==> src/rtl/i2c_slave_regs.sv <==
// I2C target with a 16x8 register file, auto-incrementing pointer, no clock stretching.
// Optional: define I2C_SLAVE_GLITCH_FILTER_EN for a 3-sample majority filter on SCL/SDA.
`timescale 1ns/1ps
module i2c_slave_regs #(
    parameter logic [6:0] SLAVE_ADDR     = 7'h48,
    parameter int         REG_DEPTH_LOG2 = 4
) (
    input  logic                      clock,
    input  logic                      reset_n,
    input  logic                      SCL_i,
    input  logic                      SDA_i,
    output logic                      SDA_o,
    output logic                      SDA_t,
    input  logic [REG_DEPTH_LOG2-1:0] rd_addr,
    output logic [7:0]                rd_data,
    output logic                      wr_strobe,
    output logic [REG_DEPTH_LOG2-1:0] wr_addr,
    output logic                      busy
);

    localparam int DEPTH = 1 << REG_DEPTH_LOG2;

    typedef enum logic [3:0] {
        IDLE, ADDR, ACK_ADDR, PTR, ACK_PTR, WDATA, ACK_W, RDATA, RACK
    } state_t;

    state_t                    r_state;
    logic [7:0]                r_regs [DEPTH];
    logic [REG_DEPTH_LOG2-1:0] r_ptr;
    logic [7:0]                r_shift;
    logic [2:0]                r_cnt;
    logic                      r_done;
    logic                      r_mack;

    logic r_scl_s1, r_scl_s2, r_sda_s1, r_sda_s2;
    logic r_scl_d, r_sda_d;
    logic w_scl, w_sda;
    logic w_scl_rise, w_scl_fall, w_start, w_stop, w_rx_state;

    always_ff @(posedge clock or negedge reset_n) begin
        if (!reset_n) begin
            r_scl_s1 <= 1'b1;
            r_scl_s2 <= 1'b1;
            r_sda_s1 <= 1'b1;
            r_sda_s2 <= 1'b1;
        end else begin
            r_scl_s1 <= SCL_i;
            r_scl_s2 <= r_scl_s1;
            r_sda_s1 <= SDA_i;
            r_sda_s2 <= r_sda_s1;
        end
    end

`ifdef I2C_SLAVE_GLITCH_FILTER_EN
    logic [1:0] r_scl_h, r_sda_h;
    logic       r_scl_m, r_sda_m;

    // Majority of three consecutive samples drops any single-cycle pulse
    always_ff @(posedge clock or negedge reset_n) begin
        if (!reset_n) begin
            r_scl_h <= 2'b11;
            r_sda_h <= 2'b11;
            r_scl_m <= 1'b1;
            r_sda_m <= 1'b1;
        end else begin
            r_scl_h <= {r_scl_h[0], r_scl_s2};
            r_sda_h <= {r_sda_h[0], r_sda_s2};
            r_scl_m <= (r_scl_s2 & r_scl_h[0]) | (r_scl_s2 & r_scl_h[1])
                     | (r_scl_h[0] & r_scl_h[1]);
            r_sda_m <= (r_sda_s2 & r_sda_h[0]) | (r_sda_s2 & r_sda_h[1])
                     | (r_sda_h[0] & r_sda_h[1]);
        end
    end

    assign w_scl = r_scl_m;
    assign w_sda = r_sda_m;
`else
    assign w_scl = r_scl_s2;
    assign w_sda = r_sda_s2;
`endif

    always_ff @(posedge clock or negedge reset_n) begin
        if (!reset_n) begin
            r_scl_d <= 1'b1;
            r_sda_d <= 1'b1;
        end else begin
            r_scl_d <= w_scl;
            r_sda_d <= w_sda;
        end
    end

    assign w_scl_rise = w_scl & ~r_scl_d;
    assign w_scl_fall = ~w_scl & r_scl_d;
    assign w_start    = w_scl & r_scl_d & r_sda_d & ~w_sda;
    assign w_stop     = w_scl & r_scl_d & ~r_sda_d & w_sda;
    assign w_rx_state = (r_state == ADDR) | (r_state == PTR)
                      | (r_state == WDATA);

    assign SDA_o   = 1'b0;
    assign rd_data = r_regs[rd_addr];

    always_ff @(posedge clock or negedge reset_n) begin
        if (!reset_n) begin
            r_state   <= IDLE;
            SDA_t     <= 1'b1;
            r_ptr     <= '0;
            r_shift   <= '0;
            r_cnt     <= '0;
            r_done    <= 1'b0;
            r_mack    <= 1'b1;
            wr_strobe <= 1'b0;
            wr_addr   <= '0;
            busy      <= 1'b0;
            for (int i = 0; i < DEPTH; i++) r_regs[i] <= '0;
        end else begin
            wr_strobe <= 1'b0;
            if (w_stop) begin
                r_state <= IDLE;
                SDA_t   <= 1'b1;
                busy    <= 1'b0;
            end else if (w_start) begin
                r_state <= ADDR;
                SDA_t   <= 1'b1;
                r_cnt   <= '0;
                r_done  <= 1'b0;
            end else begin
                if (w_scl_rise && w_rx_state) begin
                    r_shift <= {r_shift[6:0], w_sda};
                    r_cnt   <= r_cnt + 3'd1;
                    if (r_cnt == 3'd7) r_done <= 1'b1;
                end
                if (w_scl_rise && r_state == RACK) r_mack <= w_sda;
                // Byte actions happen on the SCL fall that ends a bit
                if (w_scl_fall) begin
                    unique case (r_state)
                        ADDR: if (r_done) begin
                            r_done <= 1'b0;
                            if (r_shift[7:1] == SLAVE_ADDR) begin
                                r_state <= ACK_ADDR;
                                SDA_t   <= 1'b0;
                                busy    <= 1'b1;
                            end else begin
                                r_state <= IDLE;
                                SDA_t   <= 1'b1;
                                busy    <= 1'b0;
                            end
                        end
                        ACK_ADDR: begin
                            r_cnt <= '0;
                            if (r_shift[0]) begin
                                r_state <= RDATA;
                                r_shift <= r_regs[r_ptr];
                                SDA_t   <= r_regs[r_ptr][7];
                            end else begin
                                r_state <= PTR;
                                SDA_t   <= 1'b1;
                            end
                        end
                        PTR: if (r_done) begin
                            r_done  <= 1'b0;
                            r_ptr   <= r_shift[REG_DEPTH_LOG2-1:0];
                            r_state <= ACK_PTR;
                            SDA_t   <= 1'b0;
                        end
                        ACK_PTR: begin
                            r_state <= WDATA;
                            SDA_t   <= 1'b1;
                        end
                        WDATA: if (r_done) begin
                            r_done         <= 1'b0;
                            r_regs[r_ptr]  <= r_shift;
                            wr_strobe      <= 1'b1;
                            wr_addr        <= r_ptr;
                            r_ptr          <= r_ptr + 1'b1;
                            r_state        <= ACK_W;
                            SDA_t          <= 1'b0;
                        end
                        ACK_W: begin
                            r_state <= WDATA;
                            SDA_t   <= 1'b1;
                        end
                        RDATA: begin
                            if (r_cnt == 3'd7) begin
                                r_ptr   <= r_ptr + 1'b1;
                                r_state <= RACK;
                                SDA_t   <= 1'b1;
                                r_cnt   <= '0;
                            end else begin
                                r_shift <= {r_shift[6:0], 1'b0};
                                SDA_t   <= r_shift[6];
                                r_cnt   <= r_cnt + 3'd1;
                            end
                        end
                        RACK: begin
                            if (!r_mack) begin
                                r_state <= RDATA;
                                r_shift <= r_regs[r_ptr];
                                SDA_t   <= r_regs[r_ptr][7];
                                r_cnt   <= '0;
                            end else begin
                                r_state <= IDLE;
                                SDA_t   <= 1'b1;
                            end
                        end
                        default: ;
                    endcase
                end
            end
        end
    end

endmodule

==> config.mk <==
export PLATFORM = sky130hd
export DESIGN_NAME = i2c_slave_regs
export DESIGN_NICKNAME = d
export VERILOG_FILES = /design/src/rtl/i2c_slave_regs.sv
export SDC_FILE = /design/constraint.sdc
export NUM_CORES = 1
export LEC_CHECK = 0
export BUFFER_PORTS_ARGS = -buffer_cell sky130_fd_sc_hd__buf_2
export CORE_MARGIN = 2
export CORE_UTILIZATION = 64
export DETAILED_ROUTE_END_ITERATION = 6
export GPL_TIMING_DRIVEN = 0
export MAX_ROUTING_LAYER = met4
export PLACE_DENSITY_LB_ADDON = 0.08
export SLEW_MARGIN = 40
export SYNTH_ARGS = -nofsm -noshare
export SYNTH_HDL_FRONTEND = slang
export SYNTH_SLANG_ARGS = --single-unit
==> constraint.sdc <==
create_clock -name clock -period 4.1 [get_ports clock]
set_input_delay 0.205 -clock clock [delete_from_list [all_inputs] [get_ports clock]]
set_output_delay 0.205 -clock clock [all_outputs]
set_load 0.005 [all_outputs]
==> results of run 1 <==
## how the worst max path moves through the flow
stage,cells past startpoint,slack [ns],startpoint,to
after CTS,7,1.27,r_ptr[1],r_shift[0]
after floorplan,6,1.87,r_ptr[0],r_shift[6]
final,7,1.23,r_ptr[1],r_shift[0]
after global placement,1,0.53,reset_n,r_regs[107]
after global routing,7,1.15,r_ptr[1],r_shift[0]
after detailed placement,7,1.29,r_ptr[1],r_shift[0]
## state kept, by name (all words and copies together), names as in the netlist, 3 cells and up
signal   cells
r_shift      8
r_cnt        3
r_ptr        4
r_regs     128
r_state      4
wr_addr      4
## per-stage QoR
step / worst slack, ns / cell area [um^2] / hold slack (ns) / instances
2_1_floorplan: 1.87 / 8760 / -0.0906 / 594
3_3_place_gp: 0.529 / 9080 / 0.310 / 789
3_5_place_dp: 1.29 / 9140 / 0.0112 / 791
4_1_cts: 1.27 / 9780 / 0.154 / 826
5_1_grt: 1.15 / 9780 / 0.158 / 826
6_report: 1.23 / 9780 / 0.156 / 826
## cells in the final DEF (no fill, tap or decap), types with 6 or more instances in the layout
cell type and count:
nor2b_1 14, inv_1 7, clkbuf_16 17, dfstp_2 8, o21ai_0 12, nand2_1 16, a21oi_1 10, mux4_2 77
dfrtp_1 154, buf_2 30, nand3_2 12, clkbuf_1 28, a221o_1 6, mux2_2 139, ha_1 6, nor2_1 10
## final cells by class
cell class / instances / area, um^2
multi-input combinational: 375 / 4450
sequential: 162 / 4060
fill: 849 / 3510
clock buffer: 17 / 425
buffer: 50 / 226
tap: 176 / 220
timing repair buffer: 24 / 190
clock inverter: 15 / 183
inverter: 7 / 26.3
## critical path, stage by stage (launching register included)
cell and delay (ns):
dfrtp_1 0.37, buf_2 0.30, buf_2 0.38, clkbuf_1 0.49, mux4_2 0.43, mux4_2 0.53
inv_1 0.11, o221ai_1 0.11
## power by group
group,internal (uW),total [uW],switching (uW)
registers,1610,1620,12.6
clock network,963,1650,688
logic,45.8,155,109
total,2620,3430,810
## kinds of logic (layout without fill, tap and decap cells)
logic type / after synthesis / after routing / share of synthesized area (%)
fa+ha+maj: 6 / 6 / 0.857
other cells: 1 / 1 / 0.0428
buf+inv: 57 / 113 / 2.84
flops: 162 / 162 / 46.4
mux: 221 / 221 / 38.2
xor+xnor: 2 / 2 / 0.200
compound gates: 59 / 59 / 4.73
simple gates: 86 / 86 / 6.71
## what timing repair did
item | CTS | global route
hold endpoints to repair | 158 | 0
hold buffers | 3 | 0
buffers inserted | 0 | 0
## layer usage
metal	up-vias	routed length [um]	GRT usage [%]
li1	2396	-	-
met1	3063	9010	44.9
met2	228	11100	52.6
met3	41	1950	10.3
met4	0	515	11.6
met5	-	0	-
==> impl_metrics.tcl, run 1 <==
set metrics [dict create \
    status "finished clean" \
    reg2reg_depth 7 \
    ys_types 55 \
    ios 24 \
    finalHoldViolCount 0 \
    period_minus_slack_ns 2.87 \
    synth.largest_area_cell "dfrtp_1" \
    crit_fanout 10 \
    synth_ff_type "dfrtp_1" \
    avgSynthCellArea_um2 14.7 \
    wl_um 22600 \
    slew_headroom_pct 40.9 \
    viasPerCell 6.93 \
    htreeDepth 4 \
    layout-drive-gt1-share_pct 48.6 \
    worst_hold_path_type "in -> async" \
    synth_area_leaders "dfrtp_1 (44%), mux4_2 (20%), mux2_2 (18%), dfstp_2 (2.4%), nand3_2 (1.4%)" \
    first_pass_iters 7 \
    clk_latency_ns 0.43 \
    vias 5728 \
    area_delta_synth_final_pct 11.7 \
    drt_drc_violations_left 0 \
    syn_area_mm2 0.00876 \
    endpoint_kind "flop" \
    fin_skew_ns 0.00864 \
    finalCritPeriodShare_pct 70.0 \
    grt_max_degree 81 \
    synth_seq_area_share_pct 46.4 \
    cts_resized 0 \
    port_buffers 19 \
    rr_endpoint "r_shift[0]" \
    final.setup.tns_ns 0 \
    fin_util_pct 73.6 \
    rr_startpoint "r_ptr[1]" \
    die_width_um 121 \
    required_ns 4.40 \
    overflow 0 \
    finalSetupViolCount 0 \
    clockBufferDepth 2 \
    start_kind "flop" \
    path_clk_slew_ns 0.07 \
    wire_per_inst_um 27.3 \
    globalplace.congestion 0.924 \
    dp_hpwl_um 15200 \
    power_uw 3430 \
    cts_root_buf "clkbuf_16" \
    antenna_found_initial 0 \
    synth_edf_count 0 \
    synth_top_area_share_pct 44.0 \
    pwr_density_cell_mw_per_mm2 351 \
    grt_pass1_vias 5954 \
    cts_sinks 162 \
    grt_pass1_wl_um 35200 \
    maxCapViolCount 0 \
    vdd_drop_max_v 0.000334 \
    async_flop_share_pct 100 \
    num_antenna_cells 0 \
    leakagePower_uw 0.00443 \
    r2r_setup_slack_ns 1.23 \
    yosysMostFrequentCell "dfrtp_1" \
    cts_buffers 17 \
    final_net_count 651 \
    tightest_slew_ns 0.887 \
    synth_nets 608 \
    core.rowCount 42 \
    dieArea_mm2 0.0146 \
    cts_tree "done" \
    arrival_ns 3.17 \
    rsz0062_at_grt "false" \
    drtIter0Drc 593 \
    grt.total_usage_pct 34.5 \
    netlist_instances 594 \
    fmax_mhz 349 \
    maxSlewViolCount 0 \
    synth-seq-cells 162 \
    yosysWarnings 0 \
    ant_nets 0 \
    synthTopCellsByCount "dfrtp_1 (154), mux2_2 (139), mux4_2 (77)" \
    initial_core_util_pct 65.9 \
    crit_type "reg -> reg" \
    die_y_um 121 \
    coreArea_mm2 0.0133 \
]
Note: power is estimated with default switching activity, not from simulation.
==> inputs of run 2 (changes only) <==
--- a/config.mk
+++ b/config.mk
@@ -7,7 +7,7 @@
 export LEC_CHECK = 0
 export BUFFER_PORTS_ARGS = -buffer_cell sky130_fd_sc_hd__buf_2
 export CORE_MARGIN = 2
-export CORE_UTILIZATION = 64
+export CORE_UTILIZATION = 63
 export DETAILED_ROUTE_END_ITERATION = 6
 export GPL_TIMING_DRIVEN = 0
 export MAX_ROUTING_LAYER = met4
==> constraint.sdc (replaced) <==
create_clock -name clock -period 2.8 [get_ports clock]
set_input_delay 0.14 -clock clock [delete_from_list [all_inputs] [get_ports clock]]
set_output_delay 0.14 -clock clock [all_outputs]
set_load 0.005 [all_outputs]
==> impl_metrics.tcl, run 2 (same netlist as run 1, synthesis figures left out) <==
set metrics [dict create \
    cts_root_buf "clkbuf_16" \
    cts_tree "done" \
    slowest_delay_ns 0.39 \
    finalHoldViolCount 0 \
    maxCapViolCount 0 \
    tightest_slew_ns 0.829 \
    rsz0062_at_grt "false" \
    core.rowCount 43 \
    antenna_found_initial 0 \
    vias 5734 \
    fin_util_pct 71.5 \
    path_common_cell "buf_2" \
    grt_pass1_wl_um 34700 \
    multi_input_area_mm2 0.00445 \
    first_pass_iters 5 \
    slew_headroom_pct 44.8 \
    fin_skew_ns 0.0103 \
    layout_commonest_cell "dfrtp_1" \
    required_ns 3.11 \
    crit_fanout 10 \
    endpoint_kind "flop" \
    num_antenna_cells 0 \
    initial_core_util_pct 63.9 \
    final_net_count 651 \
    dp_hpwl_um 14800 \
    globalplace.congestion 0.924 \
    cts_buffers 17 \
    dieArea_mm2 0.0149 \
    wire_per_inst_um 26.7 \
    clk_latency_ns 0.44 \
    ios 24 \
    grt_pass1_vias 5913 \
    vdd_drop_max_v 0.000467 \
    drtIter0Drc 499 \
    fmax_mhz 373 \
    fin_ws_ns 0.117 \
    power_uw 5070 \
    layout-drive-gt1-share_pct 48.9 \
    ant_nets 0 \
    worst_hold_path_type "in -> async" \
    largest_reg_flops 128 \
    grt_max_degree 78 \
    fillers 881 \
    area_delta_synth_final_pct 12.0 \
    status "finished clean" \
    viasPerCell 6.91 \
    finalSetupViolCount 0 \
    htreeDepth 4 \
    pwr_density_cell_mw_per_mm2 517 \
    start_kind "flop" \
    drt_drc_violations_left 0 \
    crit_chain "buf_2 -> buf_2 -> clkbuf_2 -> inv_1 -> ha_1 -> nand3_2 -> mux2_2" \
    cp_num_buf_inv 4 \
    port_buffers 19 \
    path_clk_slew_ns 0.06 \
    pre_cts_ws_ns -0.0324 \
    arrival_ns 3.00 \
    cts_sinks 162 \
    leakagePower_uw 0.00445 \
    final_cell_mix "dfrtp_1 (154), mux2_2 (139), mux4_2 (77)" \
    period_minus_slack_ns 2.68 \
    clockBufferDepth 2 \
    overflow 0 \
    cp_top_family "buffers and inverters" \
    slowest_stage "dfrtp_1" \
    wl_um 22200 \
    die_width_um 122 \
    grt.total_usage_pct 33.6 \
    coreArea_mm2 0.0137 \
    seq_area_mm2 0.00406 \
    largest_registers "r_regs: 128 flops, r_shift: 8 flops" \
    maxSlewViolCount 0 \
    crit_type "reg -> reg" \
    top_register "r_regs" \
    die_y_um 122 \
    finalCritPeriodShare_pct 95.8 \
]
[run 2: repair_timing]
item | 4_1_cts | 5_1_grt
endpoints found under the hold margin | 87 | 0
resized for setup | 1 | 2
cloned | 0 | 0
hold buffers | 3 | 0
pin swaps | 1 | 1
setup buffers | 0 | 1
setup endpoints to repair | 24 | 12
[run 2: per-layer routing]
| metal | GRT usage [%] | vias up | share of wire (%) |
|---|---|---|---|
| li1 | - | 2401 | - |
| met1 | 43.8 | 3021 | 41 |
| met2 | 51.7 | 245 | 48 |
| met3 | 7.77 | 67 | 7.1 |
| met4 | 14.0 | 0 | 4.0 |
| met5 | - | - | 0 |
[run 2: worst paths after layout]
check / end / cells after the start / slack (ns) / start
worst min register to register: r_sda_s2 / 0 / 0.37 / r_sda_s1
max in group asynchronous: r_regs[125] / 4 / 1.67 / reset_n
worst max-delay path: r_regs[121] / 7 / 0.12 / r_ptr[1]
worst max register to register: r_regs[121] / 7 / 0.12 / r_ptr[1]
min in group clock: r_scl_s1 / 2 / 0.35 / SCL_i
worst min-delay path: r_regs[112] / 2 / 0.17 / reset_n
[run 2: per-stage QoR]
step           setup TNS [ns]  instance area [um^2]  std cells  hold WS, ns
6_report                    0                  9820        830        0.172
5_1_grt                     0                  9820        830        0.198
4_1_cts                     0                  9810        829        0.182
3_5_place_dp           -0.212                  9150        795       0.0312
3_3_place_gp          -111.63                  9080        793        0.247
2_1_floorplan               0                  8760        594       -0.156
[run 2: cell type report]
class	count	area share (%)
Multi-Input combinational cell	375	45.3
Sequential cell	162	41.4
Clock buffer	19	4.61
Tap cell	180	2.29
Buffer	49	2.28
Timing Repair Buffer	25	2.01
Clock inverter	13	1.81
Inverter	7	0.268
[run 2: worst register-to-register path, cell delays in order (launching register included)]
cell      delay (ns)
dfrtp_1         0.39
buf_2           0.32
buf_2           0.37
clkbuf_2        0.34
inv_1           0.11
ha_1            0.31
nand3_2         0.35
mux2_2          0.39
[run 2: where the power goes]
part | leakage (uW) | internal, uW | switching (uW)
sequential | 0.00223 | 2360 | 17.6
combinational | 0.00191 | 67.1 | 159
clock | 0.000302 | 1470 | 1000
